### src/rtl/seg_pkg.sv
// seg_pkg: shared segment constants, FSM encoding and frame type for the display scanner
package seg_pkg;
    localparam logic [6:0] SEG_BLANK = 7'h7F;
    localparam int SEG_A = 0;
    localparam int SEG_B = 1;
    localparam int SEG_C = 2;
    localparam int SEG_D = 3;
    localparam int SEG_E = 4;
    localparam int SEG_F = 5;
    localparam int SEG_G = 6;
    typedef enum logic {ST_BLANK = 1'b0, ST_SHOW = 1'b1} state_t;
    typedef struct packed {
        logic [15:0] value;
        logic [3:0]  dp_en;
        logic [3:0]  blank;
    } frame_t;
endpackage

### src/rtl/hex_to_seg.sv
// hex_to_seg: hex nibble to active-low {g,f,e,d,c,b,a} cathode pattern
module hex_to_seg (
    input  logic [3:0] nib,
    output logic [6:0] seg
);
    localparam logic [6:0] LUT [16] = '{
        7'h40, 7'h79, 7'h24, 7'h30, 7'h19, 7'h12, 7'h02, 7'h78,
        7'h00, 7'h10, 7'h08, 7'h03, 7'h46, 7'h21, 7'h06, 7'h0E
    };
    assign seg = LUT[nib];
endmodule

### src/rtl/seg_scan_driver.sv
// seg_scan_driver: 4-digit common-anode 7-seg scanner stepped by edges of an async refresh wave,
// with blanking between digits, per-frame input latching and a stalled-refresh flag
module seg_scan_driver
    import seg_pkg::*;
#(
    parameter int BLANK_CYCLES = 16,
    parameter int STALL_CYCLES = 65536
) (
    input  logic        clk,
    input  logic        rst,
    input  logic        refresh_in,
    input  logic [15:0] value,
    input  logic [3:0]  dp_en,
    input  logic [3:0]  blank,
    output logic [3:0]  an,
    output logic [6:0]  seg,
    output logic        dp,
    output logic [1:0]  digit_idx,
    output logic        stale
);
    localparam int BW = $clog2(BLANK_CYCLES + 1);
    localparam int SW = $clog2(STALL_CYCLES + 1);
    localparam logic [BW-1:0] B_LOAD = BW'(BLANK_CYCLES - 1);
    localparam logic [SW-1:0] S_MAX = SW'(STALL_CYCLES - 1);

    state_t        state, state_d;
    frame_t        frame;
    logic [1:0]    sync;
    logic          prev, step, live, accept, go_show, stall_hit;
    logic [BW-1:0] bcnt;
    logic [SW-1:0] scnt;
    logic [1:0]    idx_n;
    logic [3:0]    an_d;
    logic [6:0]    seg_d;

    hex_to_seg u_hex (.nib(frame.value[{digit_idx, 2'b00} +: 4]), .seg(seg_d));

    // live is low after reset or stale; the next step then restarts via BLANK without advancing
    always_comb begin
        accept    = step && (state == ST_SHOW || !live);
        stall_hit = !step && scnt == S_MAX;
        go_show   = state == ST_BLANK && live && bcnt == '0;
        idx_n     = live ? digit_idx + 2'd1 : digit_idx;
        an_d      = frame.blank[digit_idx] ? 4'hF : ~(4'b0001 << digit_idx);
        state_d   = (stall_hit || accept) ? ST_BLANK : go_show ? ST_SHOW : state;
    end

    always_ff @(posedge clk or negedge rst)
        if (!rst) state <= ST_BLANK;
        else state <= state_d;

    always_ff @(posedge clk or negedge rst) begin
        if (!rst) begin
            sync      <= '0;
            prev      <= 1'b0;
            step      <= 1'b0;
            live      <= 1'b0;
            stale     <= 1'b0;
            bcnt      <= '0;
            scnt      <= '0;
            digit_idx <= '0;
            frame     <= '0;
            an        <= 4'hF;
            seg       <= SEG_BLANK;
            dp        <= 1'b1;
        end else begin
            sync  <= {sync[0], refresh_in};
            prev  <= sync[1];
            step  <= sync[1] ^ prev;
            scnt  <= step ? '0 : (scnt == S_MAX) ? scnt : scnt + 1'b1;
            stale <= step ? 1'b0 : (scnt == S_MAX) ? 1'b1 : stale;
            live  <= step ? 1'b1 : stall_hit ? 1'b0 : live;
            if (accept) begin
                digit_idx <= idx_n;
                bcnt      <= B_LOAD;
                if (idx_n == 2'd0) frame <= {value, dp_en, blank};
            end else if (state == ST_BLANK && bcnt != '0) begin
                bcnt <= bcnt - 1'b1;
            end
            if (stall_hit || accept) begin
                an  <= 4'hF;
                seg <= SEG_BLANK;
                dp  <= 1'b1;
            end else if (go_show) begin
                an  <= an_d;
                seg <= seg_d;
                dp  <= ~frame.dp_en[digit_idx];
            end
        end
    end
endmodule

### config.mk
export PLATFORM = sky130hd
export DESIGN_NAME = seg_scan_driver
export DESIGN_NICKNAME = d
export VERILOG_FILES = /design/src/rtl/seg_pkg.sv /design/src/rtl/hex_to_seg.sv /design/src/rtl/seg_scan_driver.sv
export SDC_FILE = /design/constraint.sdc
export NUM_CORES = 1
export LEC_CHECK = 0
export ABC_AREA = 1
export BUFFER_PORTS_ARGS = -buffer_cell sky130_fd_sc_hd__buf_2
export CAP_MARGIN = 20
export CORE_MARGIN = 10
export CORE_UTILIZATION = 50
export CTS_BUF_LIST = sky130_fd_sc_hd__clkbuf_2
export CTS_CLUSTER_DIAMETER = 60
export DETAILED_ROUTE_END_ITERATION = 8
export MAX_ROUTING_LAYER = met4
export PLACE_DENSITY = 0.66
export SYNTH_ARGS = -nofsm -noshare
export SYNTH_HDL_FRONTEND = slang
export SYNTH_SLANG_ARGS = --single-unit
### constraint.sdc
create_clock -name clk -period 2.84 [get_ports clk]
set_clock_uncertainty 0.1 [all_clocks]
set_input_delay 0.284 -clock clk [delete_from_list [all_inputs] [get_ports clk]]
set_output_delay 0.284 -clock clk [all_outputs]
set_load 0.01 [all_outputs]
==> results.sh, run 1 <==
export IMPL_syn_inst=426
export IMPL_wl_per_cell_um=13.1
export IMPL_setup_tns_ns=0
export IMPL_ctsResizeCount=0
export IMPL_maxCapViolCount=0
export IMPL_die_area_um2=10500
export IMPL_power_w=0.00392
export IMPL_synth_area_leaders="dfrtp_1 (40%), nand2_1 (14%), dfstp_2 (9.2%)"
export IMPL_criticalPathCategory="reg -> reg"
export IMPL_rsz0062_at_grt="false"
export IMPL_coreArea_um2=6720
export IMPL_yosys_area_top_type_share_pct=40.3
export IMPL_cts_buffers=9
export IMPL_grt_max_degree=29
export IMPL_first_global_vias=2890
export IMPL_yosysTopAreaCell="dfrtp_1"
export IMPL_ant_nets=0
export IMPL_crit_chain="nand2_1 -> nor2_1 -> nand4_1 -> nor2_1 -> ha_1 -> inv_2 -> nor2_4 -> inv_2 -> nand2_1 -> inv_1 -> nand2_1 -> inv_1 -> a21oi_1"
export IMPL_worst_pin_slew_ns=0.473
export IMPL_mostFrequentLayoutCell="nand2_1"
export IMPL_cts_max_path_buffers=2
export IMPL_viasPerCell=5.09
export IMPL_syn_area_per_cell_um2=8.02
export IMPL_ys_seq_area_share_pct=49.5
export IMPL_cpMostUsedCell="nand2_1"
export IMPL_critPathLaunchType="flip-flop"
export IMPL_relSlewSlack_pct=68.4
export IMPL_cp_slowest_cell="dfrtp_1"
export IMPL_worstPathRequired_ns=3.17
export IMPL_dr_pass1_iters=5
export IMPL_area_growth_pct=19.7
export IMPL_mostFrequentLayoutCells="nand2_1 (127), dfrtp_1 (55), nand3_1 (50), nor2_1 (46), buf_2 (41)"
export IMPL_htree_levels=3
export IMPL_drtIter0Drc=113
export IMPL_setup_viol=0
export IMPL_min_path_type="in -> async"
export IMPL_cts_root_buf="clkbuf_2"
export IMPL_slew_viol_final=0
export IMPL_fin_crit_sh_pct=81.7
export IMPL_synth_area_um2=3410
export IMPL_overflow=0
export IMPL_drive_above_1_share_pct=17.9
export IMPL_start_util_pct=50.8
export IMPL_syn_nets=466
export IMPL_gp_congestion=0.964
export IMPL_cts_tree="done"
export IMPL_synth_cell_type_count=31
export IMPL_numPortBuffers=41
export IMPL_path_clk_slew_ns=0.20
export IMPL_clk_latency_ns=0.50
export IMPL_grt_pass1_wl_um=13300
export IMPL_grt_total_usage_pct=16.0
export IMPL_antenna_found_initial=0
export IMPL_min_period_ns=2.32
export IMPL_hpwl_um=5460
export IMPL_cts_sinks=67
export IMPL_rows=30
export IMPL_worstPathMaxFanout=6
export IMPL_ys_warn_count=0
export IMPL_regArea_um2=1690
export IMPL_powerDensity_nw_per_um2=959
export IMPL_nets=538
export IMPL_ys_flop_type="dfrtp_1"
export IMPL_outcome="complete, no violations"
export IMPL_clock_fmax_mhz=431
export IMPL_synth_seq_cells=67
export IMPL_async_flop_share_pct=100
export IMPL_reg2reg_from="scnt[7]"
export IMPL_antenna_cells=0
export IMPL_cellLeakagePower_nw=2.04
export IMPL_post_cts_buffers=0
export IMPL_r2r_slack_ns=0.52
export IMPL_vias=2966
export IMPL_fp_dieH_um=103
export IMPL_hold_viol=0
export IMPL_r2r_end="seg[4]"
export IMPL_worstSetupEndpointType="flip-flop"
export IMPL_fill_cells=572
export IMPL_peakVddDrop_mv=0.529
export IMPL_die_w_um=103
export IMPL_pin_count=42
export IMPL_routed_wl_um=7620
export IMPL_ff2ff_path_depth=13
export IMPL_drc_errors=0
export IMPL_worstPathArrival_ns=2.65
export IMPL_max_stage_delay_ns=0.44
export IMPL_synth_edf_count=0
export IMPL_multi_input_area_um2=1500
worst max-delay path by stage:
| stage | startpoint | endpoint | slack, ns | cells past startpoint |
|---|---|---|---|---|
| after global routing | scnt[7] | seg[2] | 0.23 | 13 |
| after floorplan | scnt[0] | seg[3] | 0.78 | 14 |
| after global placement | scnt[0] | seg[3] | 0.62 | 14 |
| final | scnt[7] | seg[4] | 0.52 | 13 |
| after CTS | scnt[7] | seg[0] | 0.56 | 13 |
| after detailed placement | scnt[0] | scnt[12] | 0.57 | 14 |
repair_timing:
item	4_1_cts	5_1_grt
endpoints found under the hold margin	43	0
hold buffers	26	0
endpoints found under the setup margin	0	0
cell usage after synthesis (2+ instances only):
| library cell | count |
|---|---|
| o21ai_1 | 2 |
| ha_1 | 13 |
| nand2_2 | 4 |
| nand2_1 | 127 |
| nor3_1 | 4 |
| buf_2 | 5 |
| buf_6 | 4 |
| nor2_2 | 2 |
| clkbuf_1 | 2 |
| o21ai_0 | 17 |
| dfrtp_1 | 55 |
| o22ai_1 | 2 |
| inv_1 | 33 |
| dfstp_2 | 12 |
| nand4_1 | 5 |
| inv_2 | 4 |
| nand3_1 | 50 |
| a21oi_1 | 27 |
| nor2_1 | 46 |
worst max-delay path, delay by kind of cell (launching register included):
kind | cells | cell delay (ns)
flops | 1 | 0.44
simple gates | 7 | 1.01
buf+inv | 4 | 0.33
fa+ha+maj | 1 | 0.26
compound gates | 1 | 0.12
final cells by class:
type	count	share of cell area, %
clock inverter	7	2.48
timing repair buffer	73	12.5
tap	80	2.45
clock buffer	9	1.10
multi-input combinational	310	36.7
sequential	67	41.4
inverter	37	3.40
registers in the layout, summed over array words and instances (netlist names):
register,flops
scnt,17
bcnt,5
an,4
dp,1
step,1
frame,24
sync,2
prev,1
live,1
state,1
stale,1
digit_idx,2
seg,7
per-layer routing:
layer / vias up / wire length [um] / track usage, %
met4: 0 / 76 / 6.40
met5: - / 0 / -
met1: 1354 / 3690 / 21.0
li1: 1527 / - / -
met3: 7 / 396 / 2.88
met2: 78 / 3450 / 24.1
logic make-up (layout without fill, tap and decap cells):
| logic type | count (synthesis) | count (layout) | synth area share [%] |
|---|---|---|---|
| AOI/OAI and AO/OA | 54 | 54 | 8.79 |
| DFF | 67 | 67 | 49.5 |
| and+or+nand+nor | 242 | 242 | 30.1 |
| buffers and inverters | 49 | 126 | 6.56 |
| xor gates and xnor gates | 1 | 1 | 0.257 |
| adders and majority gates | 13 | 13 | 4.76 |
where the power goes:
part | switching (W) | total (W) | leakage, nW | internal, W
Clock | 0.000368 | 0.000664 | 0.0787 | 0.000297
Sequential | 0.000175 | 0.00148 | 0.813 | 0.00131
Combinational | 0.00116 | 0.00177 | 1.15 | 0.000611
stage by stage:
step	std cells	hold WS [ns]	cell area (um2)	utilization [%]	setup slack, ns
finish	583	0.150	4090	60.8	0.519
detailed placement	541	0.164	3680	54.8	0.569
CTS	583	0.134	4090	60.8	0.559
global route	583	0.177	4090	60.8	0.225
floorplan	426	-0.112	3410	-	0.784
global placement	541	0.156	3680	54.8	0.621
Note: power is estimated with default switching activity, not from simulation.
==> run 2: changes to the inputs <==
==> constraint.sdc (replaced) <==
create_clock -name clk -period 2.25 [get_ports clk]
set_clock_uncertainty 0.1 [all_clocks]
set_input_delay 0.225 -clock clk [delete_from_list [all_inputs] [get_ports clk]]
set_output_delay 0.225 -clock clk [all_outputs]
set_load 0.01 [all_outputs]
==> run 2 against run 1 <==
  * Clock power shrank 23%
  * Total power increased by 20%
  * First-iteration DRC count is 47% higher
  * Clock-buffer cell count did not move
  * Routed wire length is 3.8% higher
==> results.sh, run 2 (synthesis results as in run 1) <==
export IMPL_drc_errors=0
export IMPL_grt_pass1_wl_um=13200
export IMPL_area_growth_pct=21.2
export IMPL_hold_slack_ns=0.148
export IMPL_regMostFlops="frame"
export IMPL_final_area_um2=4140
export IMPL_relSlewSlack_pct=66.4
export IMPL_regArea_um2=1690
export IMPL_worstPathRequired_ns=2.59
export IMPL_cts_sinks=67
export IMPL_gp_congestion=0.900
export IMPL_cellLeakagePower_nw=2.06
export IMPL_numPortBuffers=41
export IMPL_grt_max_degree=68
export IMPL_vias=2997
export IMPL_die_w_um=103
export IMPL_cts_max_path_buffers=2
export IMPL_worstPathArrival_ns=2.49
export IMPL_cts_tree="done"
export IMPL_antenna_found_initial=0
export IMPL_die_area_um2=10500
export IMPL_hpwl_um=5300
export IMPL_setup_ws_ns=0.0994
export IMPL_fin_util_pct=61.6
export IMPL_worstSetupEndpointType="flip-flop"
export IMPL_overflow=0
export IMPL_path_clk_slew_ns=0.16
export IMPL_setup_viol=0
export IMPL_cts_buffers=9
export IMPL_powerDensity_nw_per_um2=1130
export IMPL_cts_root_buf="clkbuf_2"
export IMPL_min_period_ns=2.15
export IMPL_fill_cells=610
export IMPL_maxCapViolCount=0
export IMPL_criticalPathCategory="reg -> reg"
export IMPL_reg_largest_list="frame: 24 flops, scnt: 17 flops, seg: 7 flops"
export IMPL_fp_dieH_um=103
export IMPL_ant_nets=0
export IMPL_mostFrequentLayoutCells="nand2_1 (125), dfrtp_1 (54), nand3_1 (49), nor2_1 (45), buf_2 (41)"
export IMPL_pin_count=42
export IMPL_antenna_cells=0
export IMPL_fin_crit_sh_pct=95.6
export IMPL_mostFrequentLayoutCell="nand2_1"
export IMPL_worst_pin_slew_ns=0.503
export IMPL_peakVddDrop_mv=0.557
export IMPL_hold_viol=0
export IMPL_outcome="complete, no violations"
export IMPL_clk_latency_ns=0.48
export IMPL_dr_pass1_iters=4
export IMPL_largest_register_ffs=24
export IMPL_drive_above_1_share_pct=19.7
export IMPL_multi_input_area_um2=1540
export IMPL_grt_total_usage_pct=15.9
export IMPL_nets=548
export IMPL_worstPathMaxFanout=7
export IMPL_rows=30
export IMPL_coreArea_um2=6720
export IMPL_min_path_type="in -> async"
export IMPL_postPlaceCellArea_um2=3720
export IMPL_wl_per_cell_um=13.4
export IMPL_routed_wl_um=7910
export IMPL_htree_levels=3
export IMPL_viasPerCell=5.06
export IMPL_drtIter0Drc=166
export IMPL_critPathLaunchType="flip-flop"
export IMPL_first_global_vias=2865
export IMPL_clock_fmax_mhz=465
export IMPL_pre_cts_ws_ns=0.0119
export IMPL_start_util_pct=50.8
export IMPL_slew_viol_final=0
-- run 2: final timing paths --
path	start	to	slack, ns	cells past startpoint
max	scnt[0]	seg[3]	0.1	14
min	rst	bcnt[3]	0.15	3
max reg2reg	scnt[0]	seg[3]	0.1	14
min reg2reg	sync[0]	sync[1]	0.27	0
max in group asynchronous	rst	seg[4]	1.56	3
min in group clk	sync[0]	sync[1]	0.27	0
-- run 2: power by group --
part	switching (W)	total, W	leakage [nW]	internal [W]
clock	0.000391	0.000512	0.0491	0.000120
combinational	0.00149	0.00229	1.20	0.000800
sequential	0.000238	0.00189	0.812	0.00165
-- run 2: per-layer routing --
layer | up-vias | track usage, % | wire length [um]
li1 | 1547 | - | -
met1 | 1383 | 22.0 | 3990
met4 | 0 | 5.75 | 89
met3 | 12 | 2.61 | 294
met2 | 55 | 23.1 | 3530
met5 | - | - | 0
-- run 2: timing repair --
item / 4_1_cts / 5_1_grt
hold buffers: 26 / 0
setup buffers: 0 / 5
hold endpoints to repair: 92 / 0
gates resized for setup: 0 / 11
setup endpoints to repair: 0 / 18
-- run 2: layout make-up --
| cell class | instances | share of cell area (%) |
|---|---|---|
| clock buffer | 9 | 1.09 |
| tap | 80 | 2.42 |
| clock inverter | 6 | 0.575 |
| timing repair buffer | 82 | 14.3 |
| sequential | 67 | 40.9 |
| inverter | 37 | 3.48 |
| multi-input combinational | 311 | 37.3 |
-- run 2: stage by stage --
stage	setup TNS, ns	std cells	total power [W]
2_1_floorplan	0	426	0.00353
6_report	0	592	0.00469
5_1_grt	-0.0204	592	0.00515
4_1_cts	0	586	0.00468
3_5_place_dp	0	545	0.00412
3_3_place_gp	0	545	0.00406
-- run 2: critical path: stages (launching register included) --
cell     delay (ns)
dfrtp_1        0.46
ha_4           0.19
nand2_1        0.06
nor2_1         0.04
nand4_1        0.10
nor2_1         0.07
ha_2           0.20
inv_4          0.09
nor2_4         0.05
inv_2          0.10
nand2_2        0.08
or2_4          0.28
or2_0          0.22
nand2_1        0.06
inv_1          0.03
==> run 3: changes to the inputs <==
--- a/config.mk
+++ b/config.mk
@@ -13,8 +13,9 @@
 export CTS_BUF_LIST = sky130_fd_sc_hd__clkbuf_2
 export CTS_CLUSTER_DIAMETER = 60
 export DETAILED_ROUTE_END_ITERATION = 8
+export GPL_TIMING_DRIVEN = 0
 export MAX_ROUTING_LAYER = met4
-export PLACE_DENSITY = 0.66
+export PLACE_DENSITY = 0.7
 export SYNTH_ARGS = -nofsm -noshare
 export SYNTH_HDL_FRONTEND = slang
 export SYNTH_SLANG_ARGS = --single-unit
==> run 3 against run 2 <==
  * Global-route usage increased by 0.84 points
  * Total power increased by 16%
  * Clock power increased by 100%
  * Via count increased by 5.3%
  * Critical path type unchanged
  * Final cell count increased by 2.7%
  * Core utilization increased by 4.0 points
  * Sequential power about the same
  * Die area unchanged
  * Design area increased by 6.4%
  * Sequential cell count unchanged
==> results.sh, run 3 (synthesis results as in run 1) <==
export IMPL_mostFrequentLayoutCell="nand2_1"
export IMPL_antenna_cells=0
export IMPL_criticalPathCategory="reg -> reg"
export IMPL_regMostFlops="frame"
export IMPL_fin_crit_sh_pct=99.5
export IMPL_cts_root_buf="clkbuf_2"
export IMPL_fp_dieH_um=103
export IMPL_antenna_found_initial=0
export IMPL_grt_pass1_wl_um=13700
export IMPL_drive_above_1_share_pct=24.8
export IMPL_min_path_type="in -> async"
export IMPL_die_w_um=103
export IMPL_mostFrequentLayoutCells="nand2_1 (123), dfrtp_1 (54), nand3_1 (50), buf_2 (45), nor2_1 (41)"
export IMPL_overflow=0
export IMPL_hold_slack_ns=0.206
export IMPL_multi_input_area_um2=1560
export IMPL_crit_start="scnt[0]"
export IMPL_largest_register_ffs=24
export IMPL_dr_pass1_iters=7
export IMPL_gp_congestion=0.851
export IMPL_worstPathArrival_ns=2.59
export IMPL_cts_sinks=67
export IMPL_cellLeakagePower_nw=2.20
export IMPL_clk_latency_ns=0.53
export IMPL_coreArea_um2=6720
export IMPL_area_growth_pct=29.0
export IMPL_drc_errors=0
export IMPL_cts_max_path_buffers=2
export IMPL_powerDensity_nw_per_um2=1230
export IMPL_numPortBuffers=41
export IMPL_vias=3156
export IMPL_setup_viol=0
export IMPL_ant_nets=0
export IMPL_fill_cells=576
export IMPL_die_area_um2=10500
export IMPL_first_global_vias=3029
export IMPL_slew_viol_final=0
export IMPL_reg2reg_from="scnt[0]"
export IMPL_routed_wl_um=8330
export IMPL_fin_util_pct=65.5
export IMPL_reg_largest_list="frame: 24 flops, scnt: 17 flops, seg: 7 flops"
export IMPL_regArea_um2=1690
export IMPL_drtIter0Drc=197
export IMPL_rows=30
export IMPL_relSlewSlack_pct=45.0
export IMPL_min_period_ns=2.24
export IMPL_worstSetupEndpointType="flip-flop"
export IMPL_nets=563
export IMPL_grt_total_usage_pct=16.8
export IMPL_viasPerCell=5.19
export IMPL_cts_buffers=9
export IMPL_hold_viol=0
export IMPL_r2r_slack_ns=0.01
export IMPL_peakVddDrop_mv=0.619
export IMPL_pin_count=42
export IMPL_wl_per_cell_um=13.7
export IMPL_maxCapViolCount=0
export IMPL_critPathLaunchType="flip-flop"
export IMPL_rsz0062_at_grt="true"
export IMPL_start_util_pct=50.8
export IMPL_clock_fmax_mhz=447
export IMPL_worstPathRequired_ns=2.60
export IMPL_worstPathMaxFanout=5
export IMPL_cts_tree="done"
export IMPL_hpwl_um=5450
export IMPL_grt_max_degree=68
export IMPL_htree_levels=3
export IMPL_worst_pin_slew_ns=0.826
export IMPL_outcome="complete, no violations"
export IMPL_path_clk_slew_ns=0.20
## run 3: cell types whose count changed in the layout (fill, tap and decap cells not counted), moves of 4 or more
cell	before	now
nor2_1	45	41
bufinv_16	0	4
buf_2	41	45
nor2_2	3	7
clkinv_1	5	0
buf_4	14	19
buf_6	0	4
## run 3: layout make-up
type / instances / share of cell area (%)
buffer: 12 / 2.13
clock buffer: 9 / 1.02
clock inverter: 7 / 3.18
inverter: 37 / 3.27
multi-input combinational: 310 / 35.4
sequential: 67 / 38.4
tap: 80 / 2.27
timing repair buffer: 86 / 14.3
## run 3: metrics by stage
step           setup TNS [ns]  cell area [um2]  power, W  std cells  setup WS, ns
2_1_floorplan               0             3410   0.00353        426         0.194
3_3_place_gp           -0.998             3720   0.00410        547        -0.142
3_5_place_dp            -1.30             3720   0.00417        547        -0.175
4_1_cts                     0             4210   0.00525        593       0.00626
5_1_grt                 -1.11             4400   0.00588        608        -0.122
6_report                    0             4400   0.00542        608        0.0122
## run 3: timing repair
item	in CTS	in global routing
pin swaps	1	10
hold endpoints to repair	80	0
endpoints found under the setup margin	17	42
hold buffers	26	0
buffers inserted	4	14
cloned	0	1
resized for setup	4	21
## run 3: worst max-delay path, cell delays in order, from the launching register on
cell	delay, ns
dfrtp_1	0.41
ha_2	0.19
nand2_1	0.05
nor2_1	0.11
nand4_1	0.16
nor2_2	0.19
ha_4	0.18
inv_6	0.05
nor2_4	0.13
inv_2	0.08
nand2_1	0.07
or2_4	0.16
clkbuf_16	0.15
nor2_1	0.04
a21oi_1	0.11
## run 3: final timing paths
path,to,depth (start not counted)
worst min-delay path,scnt[8],2
min in group clk,sync[0],2
worst max register to register,an[0],14
worst min register to register,sync[1],0
worst max-delay path,an[0],14
max in group asynchronous,digit_idx[0],2
## run 3: where the power goes
part / leakage [nW] / internal [W] / switching [W]
logic: 1.29 / 0.000922 / 0.00157
registers: 0.812 / 0.00165 / 0.000235
clock network: 0.0981 / 0.000587 / 0.000455
## run 3: layer usage
layer	wire length, um	GRT usage [%]	vias to the layer above
li1	-	-	1585
met1	3890	21.7	1477
met2	3830	25.5	81
met3	473	3.22	13
met4	135	6.40	0
met5	0	-	-
